## config.mk

```make
export PLATFORM = sky130hd
export DESIGN_NAME = fir_sequencer
export DESIGN_NICKNAME = d
export VERILOG_FILES = /design/src/rtl/anc_pkg.sv /design/src/rtl/bw_mult.sv /design/src/rtl/saturate.sv /design/src/rtl/seq_watchdog.sv /design/src/rtl/fir_sequencer.sv
export SDC_FILE = /design/constraint.sdc
export NUM_CORES = 1
export LEC_CHECK = 0
export CAP_MARGIN = 20
export CORE_ASPECT_RATIO = 0.75
export CORE_MARGIN = 2
export CORE_UTILIZATION = 25
export DETAILED_ROUTE_END_ITERATION = 10
export REMOVE_ABC_BUFFERS = 1
export SLEW_MARGIN = 30
export SYNTH_ARGS = -nofsm -noshare
export SYNTH_HDL_FRONTEND = slang
export SYNTH_SLANG_ARGS = --single-unit
```

## constraint.sdc

```tcl
create_clock -name clk -period 6.95 [get_ports clk]
set_input_delay 1.39 -clock clk [delete_from_list [all_inputs] [get_ports clk]]
set_output_delay 1.39 -clock clk [all_outputs]
set_load 0.05 [all_outputs]
```

## src/rtl/anc_pkg.sv

```systemverilog
// Shared types and constants for the ANC sample path.
// Q15 sample format and the per-sample sequencer state encoding.
package anc_pkg;

    localparam int Q15_W = 16;
    localparam logic signed [Q15_W-1:0] Q15_MAX = 16'sh7FFF;
    localparam logic signed [Q15_W-1:0] Q15_MIN = 16'sh8000;

    typedef enum logic [2:0] {
        IDLE   = 3'd0,
        CALC   = 3'd1,
        LAUNCH = 3'd2,
        WAIT   = 3'd3,
        OUTPUT = 3'd4
    } seq_state_t;

endpackage

```

## src/rtl/bw_mult.sv

```systemverilog
// Full-precision signed multiplier.
module bw_mult #(
    parameter int A_W = 16,
    parameter int B_W = 16
) (
    input  logic signed [A_W-1:0]     a,
    input  logic signed [B_W-1:0]     b,
    output logic signed [A_W+B_W-1:0] p
);

    assign p = a * b;

endmodule

```

## src/rtl/saturate.sv

```systemverilog
// Signed saturating narrowing: clamps an IN_W-bit value into OUT_W bits.
module saturate #(
    parameter int IN_W  = 17,
    parameter int OUT_W = 16
) (
    input  logic signed [IN_W-1:0]  din,
    output logic signed [OUT_W-1:0] dout
);

    logic [IN_W-OUT_W:0] top;
    logic                fits;

    // Value fits when every dropped bit equals the new sign bit.
    assign top  = din[IN_W-1:OUT_W-1];
    assign fits = (&top) | ~(|top);

    always_comb begin
        dout = din[OUT_W-1:0];
        if (!fits) begin
            dout = din[IN_W-1] ? {1'b1, {(OUT_W-1){1'b0}}} : {1'b0, {(OUT_W-1){1'b1}}};
        end
    end

endmodule

```

## src/rtl/seq_watchdog.sv

```systemverilog
// Cycle timer started with fir_go; flags a hung FIR with a sticky error.
module seq_watchdog #(
    parameter int TIMEOUT_CYC = 512
) (
    input  logic clk,
    input  logic rst_n,
    input  logic clear,
    input  logic run,
    input  logic check,
    input  logic done,
    output logic expired,
    output logic timeout_err
);

    localparam int TW = $clog2(TIMEOUT_CYC);

    logic [TW-1:0] timer;

    // Timer holds the number of cycles since fir_go was raised.
    assign expired = check && !done && (timer == TW'(TIMEOUT_CYC - 1));

    always_ff @(posedge clk or negedge rst_n) begin
        if (!rst_n) begin
            timer       <= '0;
            timeout_err <= 1'b0;
        end else begin
            if (clear) begin
                timer <= '0;
            end else if (run && timer != '1) begin
                timer <= timer + 1'b1;
            end
            if (expired) begin
                timeout_err <= 1'b1;
            end
        end
    end

endmodule

```

## src/rtl/fir_sequencer.sv

```systemverilog
// Per-sample sequencer in front of the adaptive FIR: forms the LMS step,
// handshakes one FIR pass per sample and republishes its result as anti-noise.
module fir_sequencer
    import anc_pkg::*;
#(
    parameter int TIMEOUT_CYC = 512,
    parameter bit NEG_ERR     = 1'b1,
    parameter int CNT_W       = 8
) (
    input  logic             clk,
    input  logic             rst_n,
    input  logic             sample_valid,
    input  logic [15:0]      ref_in,
    input  logic [15:0]      err_in,
    input  logic [15:0]      mu_in,
    input  logic             adapt_en,
    input  logic [15:0]      bias_in,
    output logic [15:0]      fir_x_in,
    output logic [15:0]      fir_a_in,
    output logic [15:0]      fir_weight_adjust,
    output logic             fir_go,
    input  logic [15:0]      fir_out_sample,
    input  logic             fir_done,
    output logic [15:0]      anti_out,
    output logic             anti_valid,
    output logic             busy,
    output logic [CNT_W-1:0] overrun_cnt,
    output logic             timeout_err
);

    seq_state_t state, next_state;

    logic signed [Q15_W-1:0]   ref_q, bias_q, err_eff_q, sample_q;
    logic signed [Q15_W:0]     err_neg, step_wide;
    logic signed [Q15_W-1:0]   err_neg_sat, err_eff, step_sat;
    logic signed [2*Q15_W-1:0] prod;
    logic                      expired;

    // -(-32768) does not fit in Q15, so negation goes through a 17-bit saturator.
    assign err_neg = -$signed({err_in[Q15_W-1], err_in});

    saturate #(.IN_W(Q15_W + 1), .OUT_W(Q15_W)) u_sat_neg (
        .din  (err_neg),
        .dout (err_neg_sat)
    );

    assign err_eff = NEG_ERR ? err_neg_sat : $signed(err_in);

    bw_mult #(.A_W(Q15_W), .B_W(Q15_W)) u_mult (
        .a (mu_in),
        .b (err_eff_q),
        .p (prod)
    );

    assign step_wide = (Q15_W + 1)'(prod >>> 15);

    saturate #(.IN_W(Q15_W + 1), .OUT_W(Q15_W)) u_sat_step (
        .din  (step_wide),
        .dout (step_sat)
    );

    seq_watchdog #(.TIMEOUT_CYC(TIMEOUT_CYC)) u_watchdog (
        .clk         (clk),
        .rst_n       (rst_n),
        .clear       (state == CALC),
        .run         (state == LAUNCH || state == WAIT),
        .check       (state == WAIT),
        .done        (fir_done),
        .expired     (expired),
        .timeout_err (timeout_err)
    );

    always_comb begin
        next_state = state;
        case (state)
            IDLE:    if (sample_valid) next_state = CALC;
            CALC:    next_state = LAUNCH;
            LAUNCH:  next_state = WAIT;
            WAIT: begin
                if (fir_done) begin
                    next_state = OUTPUT;
                end else if (expired) begin
                    next_state = IDLE;
                end
            end
            OUTPUT:  next_state = IDLE;
            default: next_state = IDLE;
        endcase
    end

    assign busy = (state != IDLE);

    always_ff @(posedge clk or negedge rst_n) begin
        if (!rst_n) begin
            state             <= IDLE;
            fir_x_in          <= '0;
            fir_a_in          <= '0;
            fir_weight_adjust <= '0;
            fir_go            <= 1'b0;
            anti_out          <= '0;
            anti_valid        <= 1'b0;
            overrun_cnt       <= '0;
        end else begin
            state      <= next_state;
            fir_go     <= (state == CALC);
            anti_valid <= (state == OUTPUT);
            // FIR operands are launched from CALC so they are steady during fir_go and WAIT.
            if (state == CALC) begin
                fir_x_in          <= ref_q;
                fir_a_in          <= bias_q;
                fir_weight_adjust <= adapt_en ? step_sat : '0;
            end
            if (state == OUTPUT) begin
                anti_out <= sample_q;
            end
            if (sample_valid && state != IDLE && overrun_cnt != '1) begin
                overrun_cnt <= overrun_cnt + 1'b1;
            end
        end
    end

    always_ff @(posedge clk) begin
        if (state == IDLE && sample_valid) begin
            ref_q     <= ref_in;
            bias_q    <= bias_in;
            err_eff_q <= err_eff;
        end
        if (state == WAIT && fir_done) begin
            sample_q <= fir_out_sample;
        end
    end

endmodule
```

; Yosys cells after proc, flatten, opt, wreduce, memory -nomap -nowiden
; Cells that the tools add are included.
[classes]
n_eq_ne = 9
n_reduce_logical = 17
n_mul = 1
muxes = 11
bitwise = 4
n_addsub = 3
[ops]
columns = cell, n
row1 = $mux W16, 5
row2 = $mul A16 B16 Y32, 1
row3 = $mux W9, 2
row4 = $neg A16 Y17, 1
row5 = $pmux W3 S4, 1
row6 = $add A9 B1 Y9 const B, 1
row7 = $eq A9 B9 Y1 const B, 1
row8 = $mux W3, 3
row9 = $ne A9 B9 Y1 const B, 1
row10 = $add A8 B1 Y8 const B, 1
row11 = $ne A8 B8 Y1 const B, 1
row12 = $logic_and A1 B1 Y1, 7
row13 = $eq A3 B2 Y1 const B, 2
row14 = $reduce_and A2 Y1, 3
row15 = $reduce_or A2 Y1, 2
row16 = $eq A3 B1 Y1 const B, 1
row17 = $eq A3 B3 Y1 const B, 1
row18 = $logic_not A3 Y1, 1
row19 = $ne A3 B3 Y1 const B, 1
row20 = $reduce_bool A3 Y1, 1
row21 = $ne A2 B2 Y1 const B, 1
row22 = $not A1 Y1, 2
row23 = $or A1 B1 Y1, 2
row24 = $reduce_bool A2 Y1, 1
row25 = other kinds (2), 2
[word_totals]
reg_bits = 151
inputBits = 85
output_inout_bits = 76
word_cells = 59

; Logic depth before layout (Yosys ltp)
[depth]
word_depth = 6
depth_mapped = 25
mapped_depth_nobuf = 23

; Modules after synthesis
; Synthesis repeated with hierarchy kept, for this count alone.
[unflattened]
hier_cells = 1592
hier_area_um2 = 15992.8
[by_module_without_submodules]
columns = module, instances, area_per_inst_um2, cells_per_inst
row1 = bw_mult, 1, 9872.0, 1096
row2 = fir_sequencer, 1, 5210.0, 400
row3 = seq_watchdog, 1, 508.0, 50
row4 = saturate, 2, 201.4, 23

; Worst setup path after synthesis
; Ideal clock, no wire load.
[synth_timing]
kind = input to register
start = input mu_in[15]
end = register fir_weight_adjust[5]
cell_stages = 21
n_path_buf = 2
t_arrival_ns = 7.571
path_slack_ns = -0.747
t_required_ns = 6.823
path_cell_list = clkbuf_1 > nand2_1 > inv_1 > fa_1 > fa_1 > fa_1 > fa_1 > fa_1 > inv_1 > fa_1 > inv_1 > ha_1 > a21o_1 > a211oi_1 > o22ai_1 > o21a_1 > or3_2 > nand4b_1 > a31oi_4 > buf_6 > a221o_2
[synth_between]
elab_chain_len = 6
elab_cells_between_ends = 8
classes_between = 1 x mul / 3 x mux / 2 x bitwise / 2 x reduce/logical
[synth_rtl]
columns = element, line_no
row1 = "start, declared", fir_sequencer.sv:15  ; input logic [15:0] mu_in,
row2 = $mul A16 B16 Y32 *, bw_mult.sv:11  ; assign p = a * b;
row3 = $reduce_or A2 Y1, saturate.sv:15  ; assign fits = (&top) | ~(|top);
row4 = $not A1 Y1, saturate.sv:15
row5 = $or A1 B1 Y1, saturate.sv:15
row6 = $mux W16 *, saturate.sv:19  ; if (!fits) begin
row7 = $mux W16 *, fir_sequencer.sv:111  ; fir_weight_adjust <= adapt_en ? step_sat : '0;
row8 = "end signal, assigned", fir_sequencer.sv:111
row9 = "end, declared", fir_sequencer.sv:20  ; output logic [15:0] fir_weight_adjust,
; Mark *: on every way between the ends. The rest lies on a longest branch, timed or not.
; A chain may end at the register's enable or synchronous reset.

; Worst setup path after layout
[layout_timing]
start = input mu_in[6]
end = register fir_weight_adjust[13]
; Same word-level chain as after synthesis.

==> run summary <==
core area -> 60510 um^2
ANT nets after route -> 0
hold slack -> 0.4377 ns
port buffer count -> 160
H-tree lvl count -> 4
Num CTS Buffers -> 17
Peak Freq -> 141.4 MHz
share of layout cells above drive strength 1 -> 19.37%
non-filler cells, final -> 2607
Clock Sinks -> 151
crit path time final -> 7.070 ns
top area cells in the synthesized netlist -> fa_1 (34%), dfrtp_1 (14%), edfxtp_1 (13%), inv_1 (7.3%), ha_1 (6.8%)
GP Congestion -> 0.8583
Worst EP required -> 7.25 ns
highest metal used -> met4
initial drt markers -> 590
IO Count -> 161
commonest non-fill, non-tap cell in the layout -> inv_1
FF-to-FF Start -> err_eff_q[13]
failing checks -> negative setup slack
reg2reg end -> fir_weight_adjust[13]
Post-synth ARST share -> 57.62%
Mapped Avg Cell Area -> 10.32 um^2
initial antenna violation count -> 1
Syn Inst Count -> 1481
share of the synthesized area in the top cell type -> 34.19%
Final Cycle Share -> 101.7%
largest net degree at the start of global routing -> 50
# rows -> 78
total number of vias -> 11131
WL final -> 41040 um
R2R depth -> 20
CP Max Fanout -> 7
die area -> 63150 um^2
RSZ-0062 raised after global routing -> yes
Post-Synthesis Cell Area -> 15280 um^2
M1 WL -> 18970 um
DR WL met2 -> 18860 um
Fillers -> 6118
DRC -> 0
Slew Limit Fails -> 0
total global-route track usage -> 13.77%
crit end category -> register
area grow syn2layout -> 32.18%
CP startpoint kind -> input pin
Critical Path AT -> 7.37 ns
CTS Buffer Depth -> 2
most frequent cells in the layout -> inv_1 (281), fa_1 (241), nand2_1 (238)
total grt overflow -> 0
R2R Setup Slk -> 0.26 ns
clock root buffer -> clkbuf_16
Yosys top cell by area -> fa_1
area of the multi-input gates -> 10200 um^2
Post-synth EDFFs -> 64
final-report setup violation count -> 15
yosys warns -> 0
worst-margin pin slew -> 0.8216 ns
vias in the first global route -> 12452
Crit Path Class -> in -> reg
metal3 WL -> 2736 um
Hold Vio Cnt, Final -> 0
storage element area -> 4099 um^2
fin nets -> 2223
status -> finished, violations left
Worst Skew -> 0.007074 ns
worst min-delay path class -> reg -> reg
DPL Wire Length -> 32770 um
Final WS setup -> -0.1201 ns
Die Y -> 218.1 um
sequential area share after synthesis -> 26.82%
effective utilization at floorplan -> 25.26%
ys flop type -> dfrtp_1
Worst Setup EP -> fir_weight_adjust[13]
relative slew slack -> 45.23%
setup TNS -> -1.559 ns
CTS tree -> built
1st-pass router iterations -> 6
first-pass GRT wire length -> 68270 um
clk slew on worst S/H paths -> 0.07 ns
#FFs+latches synth -> 151
placed cells -> 2534
post-synthesis cell type count -> 61
WL per Instance -> 15.74 um
CP Launch Point -> mu_in[6]
Clock Latency Late Sink -> 0.42 ns
vias per cell -> 4.270
# diodes -> 0
Max Cap Violations -> 0
die extent in x -> 289.5 um
[flip-flops by register name, indices dropped and copies added, names as in the netlist]
signal,count
u_watchdog.timeout_err,1
u_watchdog.timer,9
bias_q,16
anti_out,16
anti_valid,1
ref_q,16
fir_a_in,16
fir_weight_adjust,16
err_eff_q,16
overrun_cnt,8
state,3
fir_x_in,16
sample_q,16
fir_go,1
[worst min path at each step]
stage / start / endpoint / slack (ns) / depth (start not counted)
after floorplan: bias_q[0] / fir_a_in[0] / 0.41 / 2
after global placement: ref_q[2] / fir_x_in[2] / 0.42 / 2
after detailed placement: bias_q[13] / fir_a_in[13] / 0.43 / 2
after CTS: bias_q[13] / fir_a_in[13] / 0.44 / 2
after global routing: bias_q[13] / fir_a_in[13] / 0.46 / 2
final: bias_q[4] / fir_a_in[4] / 0.44 / 2
[metal layers]
metal  up-vias  global-route usage (%)
li1       5165                       -
met1      5646                   19.18
met2       288                   21.84
met3        32                   3.392
met4         0                   2.547
met5         -                       0
[layout make-up]
type / count / share of cell area [%]
flip-flops and latches: 151 / 20.29
clock buffers: 19 / 2.143
well taps: 800 / 4.955
multi-input cells: 983 / 50.48
repair buffers: 343 / 15.87
inverters: 298 / 5.537
clock inverters: 13 / 0.7246
[kinds of logic after synthesis]
kind of cell               synth area share [%]
buffers and inverters                     8.588
adders and majority gates                 40.98
and+or+nand+nor                           14.67
xor gates and xnor gates                  2.751
AOI/OAI and AO/OA                         4.937
muxes                                     1.253
DFF                                       26.82
[cell usage after synthesis (3+ instances only)]
| cell | instances |
|---|---|
| fa_1 | 261 |
| nor3b_1 | 3 |
| xor2_1 | 22 |
| inv_1 | 297 |
| and3_1 | 7 |
| a221o_2 | 12 |
| nor3_1 | 8 |
| o21a_1 | 4 |
| a21o_1 | 8 |
| dfrtp_1 | 87 |
| mux2_2 | 17 |
| xnor2_1 | 26 |
| edfxtp_1 | 64 |
| nand4_1 | 11 |
| and2_1 | 119 |
| ha_1 | 83 |
| clkbuf_1 | 44 |
| nor2_1 | 43 |
| nand3_1 | 8 |
| nor4_1 | 4 |
| a21oi_1 | 22 |
| o21ai_0 | 30 |
| nand2b_1 | 5 |
| o2111ai_1 | 3 |
| nand2_1 | 243 |
| a211o_1 | 3 |
| or3_1 | 4 |
[metrics by stage]
| step | util (%) | setup WS (ns) | instance area (um^2) |
|---|---|---|---|
| after floorplan | - | -0.5806 | 15090 |
| after global placement | 31.34 | -1.419 | 18970 |
| after detailed placement | 31.34 | -1.491 | 18970 |
| after CTS | 33.18 | -0.09047 | 20080 |
| after global routing | 33.39 | -0.2336 | 20200 |
| final | 33.39 | -0.1201 | 20200 |
[critical path, cell delays in order]
cell	delay [ns]
buf_2	0.13
buf_6	0.14
nand2_1	0.08
fa_1	0.52
inv_1	0.07
fa_1	0.52
fa_1	0.59
fa_1	0.46
fa_1	0.51
inv_2	0.04
fa_1	0.49
inv_2	0.05
ha_4	0.23
a21o_1	0.16
a21o_1	0.18
a221oi_2	0.29
nand3_2	0.16
o21a_4	0.25
or3_4	0.38
nand4b_1	0.15
a31oi_4	0.12
buf_6	0.15
a221o_2	0.30
[what timing repair did]
item / CTS / global route
hold buffers: 0 / 0
gates resized for setup: 128 / 50
cloned: 2 / 0
setup endpoints to repair: 16 / 16
pin swaps: 54 / 56
setup buffers: 34 / 6
Power is not shown: default switching activity piles up to over one toggle a cycle in this logic, so the estimate is an artifact.
